File: config.mk
export PLATFORM = sky130hd
export DESIGN_NAME = framebuffer_arbiter
export DESIGN_NICKNAME = d
export VERILOG_FILES = /design/src/rtl/fb_arb_pkg.sv /design/src/rtl/fb_wr_fifo.sv /design/src/rtl/framebuffer_arbiter.sv
export SDC_FILE = /design/constraint.sdc
export NUM_CORES = 1
export LEC_CHECK = 0
export ABC_AREA = 1
export ABC_CLOCK_PERIOD_IN_PS = 3380
export CAP_MARGIN = 20
export CORE_ASPECT_RATIO = 0.7
export CORE_MARGIN = 2
export CORE_UTILIZATION = 45
export CTS_BUF_LIST = sky130_fd_sc_hd__clkbuf_8 sky130_fd_sc_hd__clkbuf_16
export DETAILED_ROUTE_END_ITERATION = 16
export GPL_TIMING_DRIVEN = 1
export PLACE_DENSITY = 0.66
export SYNTH_ARGS = -nofsm -noshare
export SYNTH_HDL_FRONTEND = slang
export SYNTH_SLANG_ARGS = --single-unit
File: constraint.sdc
create_clock -name clk -period 3.38 [get_ports clk]
set_clock_uncertainty 0.15 [all_clocks]
set_input_delay 0.845 -clock clk [delete_from_list [all_inputs] [get_ports clk]]
set_output_delay 0.845 -clock clk [all_outputs]
set_load 0.02 [all_outputs]
File: src/rtl/fb_arb_pkg.sv
// Shared widths, read latency and the buffered-write payload for the framebuffer arbiter.
package fb_arb_pkg;

    localparam int unsigned FB_ADDR_W = 18;
    localparam int unsigned FB_DATA_W = 8;
    localparam int unsigned RD_LAT    = 2;

    typedef struct packed {
        logic [FB_ADDR_W-1:0] addr;
        logic [FB_DATA_W-1:0] data;
    } fb_wr_t;

endpackage

File: src/rtl/fb_wr_fifo.sv
// Circular write buffer with registered full flag, level count and a youngest-match
// address lookup across all valid entries.
module fb_wr_fifo
    import fb_arb_pkg::*;
#(
    parameter  int unsigned DEPTH = 4,
    localparam int unsigned LVL_W = $clog2(DEPTH) + 1
) (
    input  logic                 clk,
    input  logic                 rst,
    input  logic                 push,
    input  fb_wr_t               push_entry,
    input  logic                 pop,
    output fb_wr_t               head_c,
    output logic                 full,
    output logic                 empty_c,
    output logic [LVL_W-1:0]     level,
    input  logic [FB_ADDR_W-1:0] match_addr,
    output logic                 match_hit_c,
    output logic [FB_DATA_W-1:0] match_data_c
);

    localparam int unsigned PTR_W = $clog2(DEPTH);

    fb_wr_t             entries_q [DEPTH];
    logic [PTR_W-1:0]   wr_ptr_q, wr_ptr_d;
    logic [PTR_W-1:0]   rd_ptr_q, rd_ptr_d;
    logic [LVL_W-1:0]   level_q, level_d;
    logic               full_q, full_d;
    logic               push_ok, pop_ok;
    logic [PTR_W-1:0]   idx;

    assign empty_c = (level_q == '0);
    assign full    = full_q;
    assign level   = level_q;
    assign head_c  = entries_q[rd_ptr_q];
    assign push_ok = push && !full_q;
    assign pop_ok  = pop && !empty_c;

    always_comb begin
        wr_ptr_d = wr_ptr_q;
        rd_ptr_d = rd_ptr_q;
        level_d  = level_q;
        if (push_ok) wr_ptr_d = wr_ptr_q + PTR_W'(1);
        if (pop_ok)  rd_ptr_d = rd_ptr_q + PTR_W'(1);
        case ({push_ok, pop_ok})
            2'b10:   level_d = level_q + LVL_W'(1);
            2'b01:   level_d = level_q - LVL_W'(1);
            default: level_d = level_q;
        endcase
        full_d = (level_d == LVL_W'(DEPTH));
    end

    always_ff @(posedge clk or negedge rst) begin
        if (!rst) begin
            wr_ptr_q <= '0;
            rd_ptr_q <= '0;
            level_q  <= '0;
            full_q   <= 1'b0;
        end else begin
            wr_ptr_q <= wr_ptr_d;
            rd_ptr_q <= rd_ptr_d;
            level_q  <= level_d;
            full_q   <= full_d;
        end
    end

    // Payload storage needs no reset: only entries below level are ever observed.
    always_ff @(posedge clk) begin
        if (push_ok) entries_q[wr_ptr_q] <= push_entry;
    end

    // Walk oldest to youngest so the last hit found is the youngest write.
    always_comb begin
        match_hit_c  = 1'b0;
        match_data_c = '0;
        idx          = '0;
        for (int unsigned i = 0; i < DEPTH; i++) begin
            idx = rd_ptr_q + PTR_W'(i);
            if ((LVL_W'(i) < level_q) && (entries_q[idx].addr == match_addr)) begin
                match_hit_c  = 1'b1;
                match_data_c = entries_q[idx].data;
            end
        end
    end

endmodule

File: src/rtl/framebuffer_arbiter.sv
// Single-port framebuffer sharing: scan-out reads take every cycle they ask for, processor
// writes are buffered and committed in idle cycles, reads bypass from the buffer on a hit.
module framebuffer_arbiter
    import fb_arb_pkg::*;
#(
    parameter  int unsigned ADDR_W       = FB_ADDR_W,
    parameter  int unsigned DATA_W       = FB_DATA_W,
    parameter  int unsigned FIFO_DEPTH   = 4,
    parameter  int unsigned STARVE_LIMIT = 1024,
    localparam int unsigned LVL_W        = $clog2(FIFO_DEPTH) + 1
) (
    input  logic              clk,
    input  logic              rst,
    input  logic              disp_rd_en,
    input  logic [ADDR_W-1:0] disp_addr,
    output logic [DATA_W-1:0] disp_data,
    output logic              disp_valid,
    input  logic              cpu_wr_valid,
    output logic              cpu_wr_ready,
    input  logic [ADDR_W-1:0] cpu_wr_addr,
    input  logic [DATA_W-1:0] cpu_wr_data,
    output logic [ADDR_W-1:0] mem_addr,
    output logic [DATA_W-1:0] mem_wdata,
    output logic              mem_we,
    input  logic [DATA_W-1:0] mem_q,
    output logic [LVL_W-1:0]  fifo_level,
    output logic              starved
);

    localparam int unsigned SC_W = $clog2(STARVE_LIMIT + 1);

    fb_wr_t               push_entry, head;
    logic                 full, empty_c, commit_c, push_c;
    logic                 hit_c;
    logic [FB_DATA_W-1:0] hit_data_c;

    logic                 s1_valid_q, s1_valid_d;
    logic                 s1_hit_q, s1_hit_d;
    logic [DATA_W-1:0]    s1_data_q, s1_data_d;
    logic                 disp_valid_q, disp_valid_d;
    logic [DATA_W-1:0]    disp_data_q, disp_data_d;
    logic [SC_W-1:0]      starve_cnt_q, starve_cnt_d;
    logic                 starved_q, starved_d;

    assign commit_c     = !disp_rd_en && !empty_c;
    assign push_c       = cpu_wr_valid && !full;
    assign cpu_wr_ready = !full;
    assign push_entry   = '{addr: FB_ADDR_W'(cpu_wr_addr), data: FB_DATA_W'(cpu_wr_data)};

    fb_wr_fifo #(
        .DEPTH (FIFO_DEPTH)
    ) u_wr_fifo (
        .clk          (clk),
        .rst          (rst),
        .push         (push_c),
        .push_entry   (push_entry),
        .pop          (commit_c),
        .head_c       (head),
        .full         (full),
        .empty_c      (empty_c),
        .level        (fifo_level),
        .match_addr   (FB_ADDR_W'(disp_addr)),
        .match_hit_c  (hit_c),
        .match_data_c (hit_data_c)
    );

    // Port grant: reads win outright, otherwise drain the buffer head.
    assign mem_we    = commit_c;
    assign mem_addr  = commit_c ? ADDR_W'(head.addr) : disp_addr;
    assign mem_wdata = DATA_W'(head.data);

    always_comb begin
        s1_valid_d   = disp_rd_en;
        s1_hit_d     = disp_rd_en && hit_c;
        s1_data_d    = DATA_W'(hit_data_c);
        disp_valid_d = s1_valid_q;
        disp_data_d  = disp_data_q;
        if (s1_valid_q) disp_data_d = s1_hit_q ? s1_data_q : mem_q;

        starve_cnt_d = starve_cnt_q;
        starved_d    = starved_q;
        if (commit_c)
            starve_cnt_d = '0;
        else if (full && disp_rd_en && (starve_cnt_q != SC_W'(STARVE_LIMIT)))
            starve_cnt_d = starve_cnt_q + SC_W'(1);
        if (starve_cnt_d == SC_W'(STARVE_LIMIT)) starved_d = 1'b1;
    end

    always_ff @(posedge clk or negedge rst) begin
        if (!rst) begin
            s1_valid_q   <= 1'b0;
            s1_hit_q     <= 1'b0;
            s1_data_q    <= '0;
            disp_valid_q <= 1'b0;
            disp_data_q  <= '0;
            starve_cnt_q <= '0;
            starved_q    <= 1'b0;
        end else begin
            s1_valid_q   <= s1_valid_d;
            s1_hit_q     <= s1_hit_d;
            s1_data_q    <= s1_data_d;
            disp_valid_q <= disp_valid_d;
            disp_data_q  <= disp_data_d;
            starve_cnt_q <= starve_cnt_d;
            starved_q    <= starved_d;
        end
    end

    assign disp_valid = disp_valid_q;
    assign disp_data  = disp_data_q;
    assign starved    = starved_q;

endmodule
==> results of run 1 <==
==> per-layer routing <==
| metal | vias to the layer above | routed length, um | share of wire | GRT usage |
|---|---|---|---|---|
| met4 | 0 | 565 | 0.022 | 0.08369 |
| li1 | 4580 | - | - | - |
| met2 | 315 | 10550 | 0.40 | 0.3395 |
| met1 | 4001 | 12830 | 0.49 | 0.3719 |
| met5 | - | 0 | 0 | 0 |
| met3 | 41 | 2262 | 0.086 | 0.04469 |
==> cells in the final DEF (no fill, tap or decap), drive strengths merged <==
| cell type | netlist | final |
|---|---|---|
| nand2 | 639 | 639 |
| inv | 139 | 147 |
| o21ai | 136 | 136 |
| edfxtp | 104 | 104 |
| nor2 | 84 | 84 |
| nand3 | 80 | 80 |
| clkdlybuf4s50 | 0 | 71 |
| dfrtp | 39 | 39 |
| buf | 43 | 37 |
| xor2 | 24 | 24 |
| dlygate4sd2 | 0 | 19 |
| clkbuf | 21 | 17 |
| o211ai | 15 | 15 |
| ha | 11 | 11 |
| nand4 | 10 | 10 |
| nor3 | 8 | 8 |
| a31oi | 8 | 8 |
| a21oi | 6 | 6 |
| or2 | 6 | 6 |
| clkinvlp | 0 | 5 |
| dlymetal6s2s | 0 | 4 |
| o22ai | 3 | 3 |
| clkinv | 1 | 3 |
| mux2i | 2 | 2 |
| and2 | 1 | 1 |
| nand3b | 1 | 1 |
| a41oi | 1 | 1 |
| nor4 | 1 | 1 |
| nor3b | 1 | 1 |
| clkdlybuf4s15 | 0 | 1 |
==> power groups by stage <==
stage | clock network, uW | logic (uW) | registers, uW
after floorplan | 0 | 3950 | 2390
after global placement | 0 | 5620 | 2400
after detailed placement | 0 | 5680 | 2410
after CTS | 1810 | 5640 | 2370
after global routing | 1880 | 6410 | 2410
final | 1780 | 5690 | 2380
==> through the flow <==
step / power [uW] / TNS, ps / hold slack (ps) / std cells / setup slack (ps)
after floorplan: 6345 / 0 / 201.9 / 1384 / 191.2
after global placement: 8023 / -1981 / 303.9 / 1728 / -118.9
after detailed placement: 8090 / -2452 / 308.1 / 1728 / -164.5
after CTS: 9817 / 0 / 322.5 / 1760 / 7.608
after global routing: 10690 / -35.03 / 351.2 / 1760 / -18.80
final: 9845 / 0 / 315.1 / 1760 / 50.80
==> cell families after synthesis <==
| family | Yosys count | synth area share |
|---|---|---|
| flops | 143 | 0.4281 |
| simple gates | 831 | 0.3472 |
| mux | 2 | 0.002091 |
| xor+xnor | 24 | 0.02195 |
| fa+ha+maj | 11 | 0.01438 |
| buf+inv | 204 | 0.09213 |
| compound gates | 169 | 0.09409 |
==> state kept, by name (all words and copies together), names as in the netlist <==
| signal | count |
|---|---|
| disp_valid_d | 1 |
| u_wr_fifo.rd_ptr_q | 2 |
| u_wr_fifo.wr_ptr_q | 2 |
| s1_hit_q | 1 |
| u_wr_fifo.full | 1 |
| starved | 1 |
| disp_valid | 1 |
| u_wr_fifo.entries_q | 104 |
| s1_data_q | 8 |
| disp_data | 8 |
| starve_cnt_q | 11 |
| u_wr_fifo.level | 3 |
==> repair_timing <==
item | 4_1_cts | 5_1_grt
pin swaps | 0 | 0
endpoints found under the hold margin | 0 | 0
gates resized for setup | 24 | 8
hold buffers | 0 | 0
endpoints found under the setup margin | 22 | 8
==> layout make-up <==
| type | count | area, um^2 |
|---|---|---|
| Inverter | 140 | 528.0 |
| Multi-Input combinational cell | 1037 | 4609 |
| Sequential cell | 143 | 4104 |
| Tap cell | 276 | 345.3 |
| Fill cell | 1966 | 9368 |
| Timing Repair Buffer | 132 | 1303 |
| Clock buffer | 17 | 425.4 |
| Clock inverter | 15 | 127.6 |
==> worst paths after layout <==
check / from / endpoint / slack [ps] / depth (start not counted)
worst min-delay path: starved$_DFFE_PN0N_ / starved$_DFFE_PN0N_ / 320 / 2
max in group asynchronous: rst / u_wr_fifo.rd_ptr_q[0]$_DFFE_PN0P_ / 2070 / 1
worst max-delay path: u_wr_fifo.rd_ptr_q[0]$_DFFE_PN0P_ / mem_wdata[4] / 50 / 5
worst max register to register: u_wr_fifo.rd_ptr_q[1]$_DFFE_PN0P_ / s1_data_q[2]$_DFF_PN0_ / 260 / 14
min in group asynchronous: rst / u_wr_fifo.level[2]$_DFF_PN0_ / 380 / 1
worst min register to register: starved$_DFFE_PN0N_ / starved$_DFFE_PN0N_ / 320 / 2
==> worst max-delay path: cells and delay by family, from the launching register on <==
family / cells / cell delay (ps)
AO/OA/AOI/OAI: 2 / 380
flip-flops: 1 / 520
AND/OR/NAND/NOR: 1 / 90
buffers and inverters: 2 / 910
==> flow_metrics.env, run 1 <==
export IMPL_run_status="complete, no violations"
export IMPL_detail_route_drc_violations=0
export IMPL_critPathMaxStageDelay_ps=670
export IMPL_post_synth_most_frequent_cells="636 x sky130_fd_sc_hd__nand2_1, 136 x sky130_fd_sc_hd__inv_1, 114 x sky130_fd_sc_hd__o21ai_0"
export IMPL_clkSinkCount=143
export IMPL_critPathCaptureType="primary output"
export IMPL_min_period_ps=3329
export IMPL_start_kind="flip-flop"
export IMPL_final_net_count=1538
export IMPL_level_count_of_the_clock_h_tree=4
export IMPL_die_h_um=126.0
export IMPL_max_freq_mhz=300.4
export IMPL_slew_at_the_pin_closest_to_its_max_slew_limit_ps=864.1
export IMPL_ws_path_type="flip-flop to primary output"
export IMPL_tritoncts="yes"
export IMPL_power_report_internal_total_uw=5043
export IMPL_power_switching_fraction=0.4878
export IMPL_syn_num_nets=1451
export IMPL_design_portCount=97
export IMPL_placement_rows=44
export IMPL_crit_fanout=32
export IMPL_core_area_mm2=0.02081
export IMPL_path_clk_slew_ps=70
export IMPL_cts_buffer_depth=2
export IMPL_max_cap_viol_count=0
export IMPL_postRouteWirelength_um=26200
export IMPL_synthesis_area_mm2=0.009574
export IMPL_grt_pass1_vias=7891
export IMPL_crit_top_cell="sky130_fd_sc_hd__o21ai_0"
export IMPL_hold_viol=0
export IMPL_seq_area_frac_synth=0.4281
export IMPL_port_buffer_count=96
export IMPL_hold_class="flip-flop to flip-flop"
export IMPL_ir_worst_vdd_mv=0.4239
export IMPL_clock_insertion_delay_worst_skew_ps=430
export IMPL_place_detailed_hpwl_um=18880
export IMPL_num_antenna_cells=0
export IMPL_power_frac_clock=0.181
export IMPL_postSynth_asyncResetShare=0.2727
export IMPL_synth_edff_count=104
export IMPL_path_cells="buf_4, nand2_1, o21ai_0, o21ai_0, clkdlybuf4s50_1"
export IMPL_yosys_most_used_dff="sky130_fd_sc_hd__edfxtp_1"
export IMPL_antenna_found_initial=0
export IMPL_slew_headroom=0.4239
export IMPL_synth_top_cell_area_share=0.3262
export IMPL_postSynthAreaPerCell_um2=6.918
export IMPL_post_cts_setup_buffers=0
export IMPL_synth_warning_count=0
export IMPL_drtIter0Drc=865
export IMPL_synth_top_cells_by_area="sky130_fd_sc_hd__edfxtp_1 33%, sky130_fd_sc_hd__nand2_1 25%, sky130_fd_sc_hd__dfrtp_1 10%"
export IMPL_antenna_left=0
export IMPL_setup_violations=0
export IMPL_setup_repair_after_global_routing_missed_its_margin="true"
export IMPL_wire_length_of_the_first_global_routing_pass_um=41900
export IMPL_combinationalPowerShare=0.578
export IMPL_via_to_cell_ratio=5.078
export IMPL_seq_power_share=0.241
export IMPL_ctsRootBufferMaster="sky130_fd_sc_hd__clkbuf_16"
export IMPL_yosys_cell_count_top_type="sky130_fd_sc_hd__nand2_1"
export IMPL_power_per_cell_area_mw_per_mm2=860.4
export IMPL_track_usage=0.2422
export IMPL_netlist_instances=1384
export IMPL_routedWlPerCell_um=14.89
export IMPL_area_growth_pct=19.51
export IMPL_placed_area_mm2=0.01089
export IMPL_grt_remaining_overflow=0
export IMPL_report_final_slew_viol_count=0
export IMPL_distinct_cell_type_count_after_synthesis=36
export IMPL_power_net_switching_uw=4802
export IMPL_leakage_component_of_the_power_uw=0.005509
export IMPL_yosys_register_bits=143
export IMPL_cp_slowest_cell="sky130_fd_sc_hd__clkdlybuf4s50_1"
export IMPL_fraction_of_layout_instances_using_a_drive_strength_above_1=0.06334
export IMPL_post_route_util=0.5498
export IMPL_fin_crit_sh=0.9850
export IMPL_required_time_of_the_critical_path_ps=2380
export IMPL_floorplan_initialDensity=0.4601
export IMPL_place_congestion=0.9674
export IMPL_finalInstanceArea_mm2=0.01144
export IMPL_route_vias_total=8937
export IMPL_synth_top_area_cell="sky130_fd_sc_hd__edfxtp_1"
export IMPL_drt_first_pass_iters=6
export IMPL_cts_buffer_count=17
export IMPL_arrival_ps=2330
export IMPL_grt_start_max_net_pins=87
export IMPL_dieWidth_um=178.3
export IMPL_design_die_area_mm2=0.02248
Note: power is estimated with default switching activity, not from simulation.
==> inputs of run 2 (changes only) <==
Settings changed: CORE_MARGIN 2 to unset.
==> run 2 against run 1 <==
Against the previous run: first-iteration DRC count is 10% higher; largest power group unchanged; largest cell class unchanged; clock power is 4% higher; clock-buffer cell count stayed put.
==> flow_metrics.env, run 2 (same netlist as run 1, synthesis figures left out) <==
export IMPL_run_status="complete, no violations"
export IMPL_tot_pwr_uw=9972
export IMPL_detail_route_drc_violations=0
export IMPL_cts_buffer_count=17
export IMPL_most_common_library_cell_in_the_layout_ignoring_fill_and_taps="sky130_fd_sc_hd__nand2_1"
export IMPL_clock_insertion_delay_worst_skew_ps=420
export IMPL_ws_path_type="primary input to primary output"
export IMPL_layout_cells_non_filler=1762
export IMPL_place_detailed_hpwl_um=19080
export IMPL_power_per_cell_area_mw_per_mm2=866.5
export IMPL_timing_hold_worst_path_depth=2
export IMPL_design_die_area_mm2=0.02187
export IMPL_drt_first_pass_iters=5
export IMPL_post_cts_setup_buffers=0
export IMPL_critPathCaptureType="primary output"
export IMPL_area_growth_pct=20.20
export IMPL_setup_violations=0
export IMPL_clkSinkCount=143
export IMPL_final_setup_margin_ps=112.5
export IMPL_wire_length_of_the_first_global_routing_pass_um=40560
export IMPL_crit_fanout=20
export IMPL_max_cap_viol_count=0
export IMPL_leakage_component_of_the_power_uw=0.005576
export IMPL_largest_register_ff_count=104
export IMPL_num_antenna_cells=0
export IMPL_antenna_found_initial=0
export IMPL_postRouteWirelength_um=26140
export IMPL_grt_pass1_vias=7544
export IMPL_level_count_of_the_clock_h_tree=4
export IMPL_reg_largest_list="u_wr_fifo.entries_q x104, starve_cnt_q x11"
export IMPL_track_usage=0.2450
export IMPL_floorplan_initialDensity=0.4601
export IMPL_grt_start_max_net_pins=70
export IMPL_hold_class="flip-flop to flip-flop"
export IMPL_tritoncts="yes"
export IMPL_dieWidth_um=176.3
export IMPL_max_flop_register="u_wr_fifo.entries_q"
export IMPL_placement_rows=44
export IMPL_fraction_of_layout_instances_using_a_drive_strength_above_1=0.06460
export IMPL_ff_latch_area_mm2=0.004104
export IMPL_via_to_cell_ratio=5.110
export IMPL_port_buffer_count=96
export IMPL_required_time_of_the_critical_path_ps=2380
export IMPL_core_area_mm2=0.02081
export IMPL_start_kind="primary input"
export IMPL_cts_buffer_depth=2
export IMPL_setup_repair_after_global_routing_missed_its_margin="false"
export IMPL_antenna_left=0
export IMPL_die_h_um=124.0
export IMPL_ctsRootBufferMaster="sky130_fd_sc_hd__clkbuf_16"
export IMPL_multiInputGateArea_mm2=0.004617
export IMPL_grt_remaining_overflow=0
export IMPL_dp_cells=1730
export IMPL_place_congestion=0.9479
export IMPL_report_final_slew_viol_count=0
export IMPL_slew_at_the_pin_closest_to_its_max_slew_limit_ps=817.9
export IMPL_num_fill_cells=2001
export IMPL_worstRegToRegCells=17
export IMPL_routedWlPerCell_um=14.83
export IMPL_mostFrequentLayoutCells="635 x sky130_fd_sc_hd__nand2_1, 137 x sky130_fd_sc_hd__inv_1, 109 x sky130_fd_sc_hd__o21ai_0"
export IMPL_final_net_count=1540
export IMPL_post_route_util=0.5530
export IMPL_design_portCount=97
export IMPL_route_vias_total=9004
export IMPL_drtIter0Drc=954
export IMPL_arrival_ps=2270
export IMPL_slew_headroom=0.4547
export IMPL_max_freq_mhz=306.0
export IMPL_place_worst_setup_slack_ps=-197.4
export IMPL_fin_crit_sh=0.9667
export IMPL_hold_viol=0
export IMPL_path_clk_slew_ps=70
export IMPL_min_period_ps=3267
export IMPL_ir_worst_vdd_mv=0.3952
[run 2: cell types whose count changed in the layout (fill, tap and decap cells not counted), moves of 2 or more]
cell	before	now
sky130_fd_sc_hd__clkinvlp_2	2	0
sky130_fd_sc_hd__buf_12	5	8
sky130_fd_sc_hd__dlymetal6s2s_1	4	8
sky130_fd_sc_hd__clkdlybuf4s50_1	71	69
sky130_fd_sc_hd__dlygate4sd2_1	19	15
sky130_fd_sc_hd__dlygate4sd1_1	0	2
[run 2: critical path, cell delays in order]
cell,delay (ps)
sky130_fd_sc_hd__clkdlybuf4s50_1,450
sky130_fd_sc_hd__a21oi_2,170
sky130_fd_sc_hd__inv_1,130
sky130_fd_sc_hd__buf_12,180
sky130_fd_sc_hd__o21ai_0,140
sky130_fd_sc_hd__dlygate4sd2_1,350
[run 2: worst paths after layout]
check,slack (ps),end,startpoint
max,110,mem_addr[4],disp_rd_en
min,320,starved$_DFFE_PN0N_,starved$_DFFE_PN0N_
max reg2reg,300,s1_data_q[2]$_DFF_PN0_,u_wr_fifo.rd_ptr_q[0]$_DFFE_PN0P_
min reg2reg,320,starved$_DFFE_PN0N_,starved$_DFFE_PN0N_
max in group asynchronous,2110,u_wr_fifo.rd_ptr_q[0]$_DFFE_PN0P_,rst
min in group asynchronous,360,u_wr_fifo.level[1]$_DFF_PN0_,rst
[run 2: stage by stage]
stage	cell area, um^2	setup TNS [ps]	hold WS [ps]
2_1_floorplan	9578	0	201.9
3_3_place_gp	10930	-3152	304.8
3_5_place_dp	10930	-3179	311.8
4_1_cts	11480	0	326.8
5_1_grt	11510	0	339.0
6_report	11510	0	315.8
[run 2: what timing repair did]
item                       4_1_cts  5_1_grt
setup endpoints to repair       20       18
gates resized for setup         20       21
hold buffers                     0        0
[run 2: report_power, final]
group	internal, uW	switching [uW]	total (uW)
sequential	2220	158	2380
clock	1040	814	1850
combinational	1890	3850	5740
total	5150	4820	9970
[run 2: final cells by class]
type | count | share of cell area
inverters | 140 | 0.04599
clock buffers | 17 | 0.03696
multi-input cells | 1037 | 0.4012
flip-flops and latches | 143 | 0.3566
repair buffers | 134 | 0.1163
clock inverters | 15 | 0.01294
well taps | 276 | 0.03001
[run 2: per-layer routing]
metal,global-route usage,part of all wire,wire [um]
met2,0.3452,0.40,10420
met3,0.04853,0.095,2485
met1,0.3822,0.50,12970
met4,0.05011,0.010,267
met5,0,0,0
==> inputs of run 3 (changes only) <==
Settings changed: CAP_MARGIN 20 to unset, CORE_ASPECT_RATIO 0.7 to 0.5.
==> run 3 against run 2 <==
Against the previous run: clock power is 5% higher; cell area is 0.56% lower; sequential cell count stayed put; maximum frequency is 1.8% lower; non-clock buffer count is 5 lower; largest power group unchanged; first-iteration DRC count is 24% lower; combinational power is 2% lower; critical endpoint is now mem_addr[12]; cell count is 0.45% lower; routed wire length is 0.13% higher; global-route usage is 0.30 points higher; clock-buffer cell count stayed put.
==> flow_metrics.env, run 3 (same netlist as run 1, synthesis figures left out) <==
export IMPL_run_status="complete, no violations"
export IMPL_critPathCaptureType="primary output"
export IMPL_final_net_count=1535
export IMPL_mostFrequentLayoutCells="635 x sky130_fd_sc_hd__nand2_1, 136 x sky130_fd_sc_hd__inv_1, 110 x sky130_fd_sc_hd__o21ai_0"
export IMPL_area_growth_pct=19.52
export IMPL_detail_route_drc_violations=0
export IMPL_wire_length_of_the_first_global_routing_pass_um=41810
export IMPL_timing_setup_tns_ps=0
export IMPL_max_cap_viol_count=0
export IMPL_dr_wl_met3_um=1732
export IMPL_most_common_library_cell_in_the_layout_ignoring_fill_and_taps="sky130_fd_sc_hd__nand2_1"
export IMPL_power_per_cell_area_mw_per_mm2=868.9
export IMPL_clkSinkCount=143
export IMPL_postRouteWirelength_um=26170
export IMPL_start_kind="primary input"
export IMPL_drt_first_pass_iters=7
export IMPL_place_detailed_hpwl_um=18360
export IMPL_grt_pass1_vias=8233
export IMPL_max_flop_register="u_wr_fifo.entries_q"
export IMPL_routedLengthMet1_um=12370
export IMPL_design_portCount=97
export IMPL_port_buffer_count=96
export IMPL_hold_viol=0
export IMPL_dieWidth_um=208.3
export IMPL_critical_path_buf_inv_count=4
export IMPL_ws_path_type="primary input to primary output"
export IMPL_routedWlPerCell_um=14.92
export IMPL_fin_hold_ws_ps=327.8
export IMPL_maxUsedRoutingLayer="met4"
export IMPL_ir_worst_vdd_mv=0.4234
export IMPL_leakage_component_of_the_power_uw=0.005531
export IMPL_slew_at_the_pin_closest_to_its_max_slew_limit_ps=885.0
export IMPL_cp_slowest_cell="sky130_fd_sc_hd__clkdlybuf4s50_1"
export IMPL_ctsRootBufferMaster="sky130_fd_sc_hd__clkbuf_16"
export IMPL_drtIter0Drc=725
export IMPL_largest_register_ff_count=104
export IMPL_cts_buffer_count=17
export IMPL_num_antenna_cells=0
export IMPL_core_area_mm2=0.02069
export IMPL_via_to_cell_ratio=5.096
export IMPL_antenna_left=0
export IMPL_fraction_of_layout_instances_using_a_drive_strength_above_1=0.06617
export IMPL_path_clk_slew_ps=60
export IMPL_placement_rows=37
export IMPL_place_congestion=0.8888
export IMPL_holdBufCountCts=0
export IMPL_path_cells="clkdlybuf4s50_1, a21oi_2, inv_1, buf_12, o21ai_0, dlygate4sd2_1"
export IMPL_clock_insertion_delay_worst_skew_ps=430
export IMPL_critPathMaxStageDelay_ps=510
export IMPL_grt_remaining_overflow=0
export IMPL_cts_buffer_depth=2
export IMPL_max_freq_mhz=300.5
export IMPL_layout_cells_non_filler=1754
export IMPL_floorplan_initialDensity=0.4627
export IMPL_track_usage=0.2480
export IMPL_level_count_of_the_clock_h_tree=4
export IMPL_arrival_ps=2330
export IMPL_tritoncts="yes"
export IMPL_slew_headroom=0.4100
export IMPL_tot_pwr_uw=9943
export IMPL_crit_fanout=20
export IMPL_antenna_found_initial=0
export IMPL_setup_violations=0
export IMPL_design_die_area_mm2=0.02190
export IMPL_report_final_slew_viol_count=0
export IMPL_die_h_um=105.1
export IMPL_fin_crit_sh=0.9845
export IMPL_dp_cells=1722
export IMPL_required_time_of_the_critical_path_ps=2380
export IMPL_reg_largest_list="u_wr_fifo.entries_q x104, starve_cnt_q x11"
export IMPL_route_met2_wl_um=11720
export IMPL_path_delay_family="buffers and inverters"
export IMPL_grt_start_max_net_pins=81
export IMPL_route_vias_total=8939
export IMPL_hold_class="flip-flop to flip-flop"
export IMPL_min_period_ps=3327
export IMPL_setup_repair_after_global_routing_missed_its_margin="false"
-- run 3: cell count changes in the layout (fill, tap and decap cells not counted), moves of 2 or more --
| cell | previous run | this run |
|---|---|---|
| sky130_fd_sc_hd__buf_4 | 29 | 25 |
| sky130_fd_sc_hd__clkbuf_2 | 1 | 8 |
| sky130_fd_sc_hd__clkdlybuf4s15_1 | 0 | 5 |
| sky130_fd_sc_hd__dlygate4sd1_1 | 2 | 0 |
| sky130_fd_sc_hd__dlygate4sd2_1 | 15 | 7 |
| sky130_fd_sc_hd__dlymetal6s2s_1 | 8 | 6 |
-- run 3: tightest hold or removal path, cell delays in order, from the launching register on --
cell	delay, ps
sky130_fd_sc_hd__dfrtp_1	350
sky130_fd_sc_hd__inv_1	40
sky130_fd_sc_hd__nand2_1	50
-- run 3: power breakdown --
| part | total (uW) | internal, uW | switching [uW] |
|---|---|---|---|
| clock network | 1940 | 1110 | 823 |
| registers | 2390 | 2220 | 169 |
| logic | 5620 | 1840 | 3780 |
-- run 3: cell type report --
cell class                 instances  area (um^2)
clock buffer                      17        425.4
clock inverter                    15        172.7
fill                            1935         9250
inverter                         140        530.5
multi-input combinational       1037         4609
sequential                       143         4103
tap                              273        341.6
timing repair buffer             129         1261
-- run 3: final timing paths --
path	slack [ps]	endpoint	start	cells past startpoint
worst max-delay path	50	mem_addr[12]	disp_rd_en	6
worst min register to register	330	starved$_DFFE_PN0N_	starved$_DFFE_PN0N_	2
worst min-delay path	330	starved$_DFFE_PN0N_	starved$_DFFE_PN0N_	2
min in group asynchronous	380	starve_cnt_q[8]$_DFF_PN0_	rst	1
max in group asynchronous	2060	u_wr_fifo.rd_ptr_q[0]$_DFFE_PN0P_	rst	1
worst max register to register	290	s1_data_q[1]$_DFF_PN0_	u_wr_fifo.rd_ptr_q[1]$_DFFE_PN0P_	16
-- run 3: repair_timing --
item / 4_1_cts / 5_1_grt
endpoints found under the hold margin: 0 / 0
gates resized for setup: 23 / 39
buffers inserted: 0 / 0
endpoints found under the setup margin: 23 / 29
pin swaps: 0 / 0
-- run 3: metal layers --
layer,vias up,track usage
li1,4576,-
met1,4071,0.3487
met2,264,0.3863
met3,28,0.04929
met4,0,0.07196
met5,-,0
-- run 3: per-stage QoR --
step / area (um^2) / setup WS [ps] / util
floorplan: 9578 / 191.2 / -
global placement: 10870 / -246.2 / 0.5254
detailed placement: 10870 / -258.1 / 0.5254
CTS: 11450 / 5.598 / 0.5531
global route: 11440 / 0.5129 / 0.5530
finish: 11440 / 52.54 / 0.5530
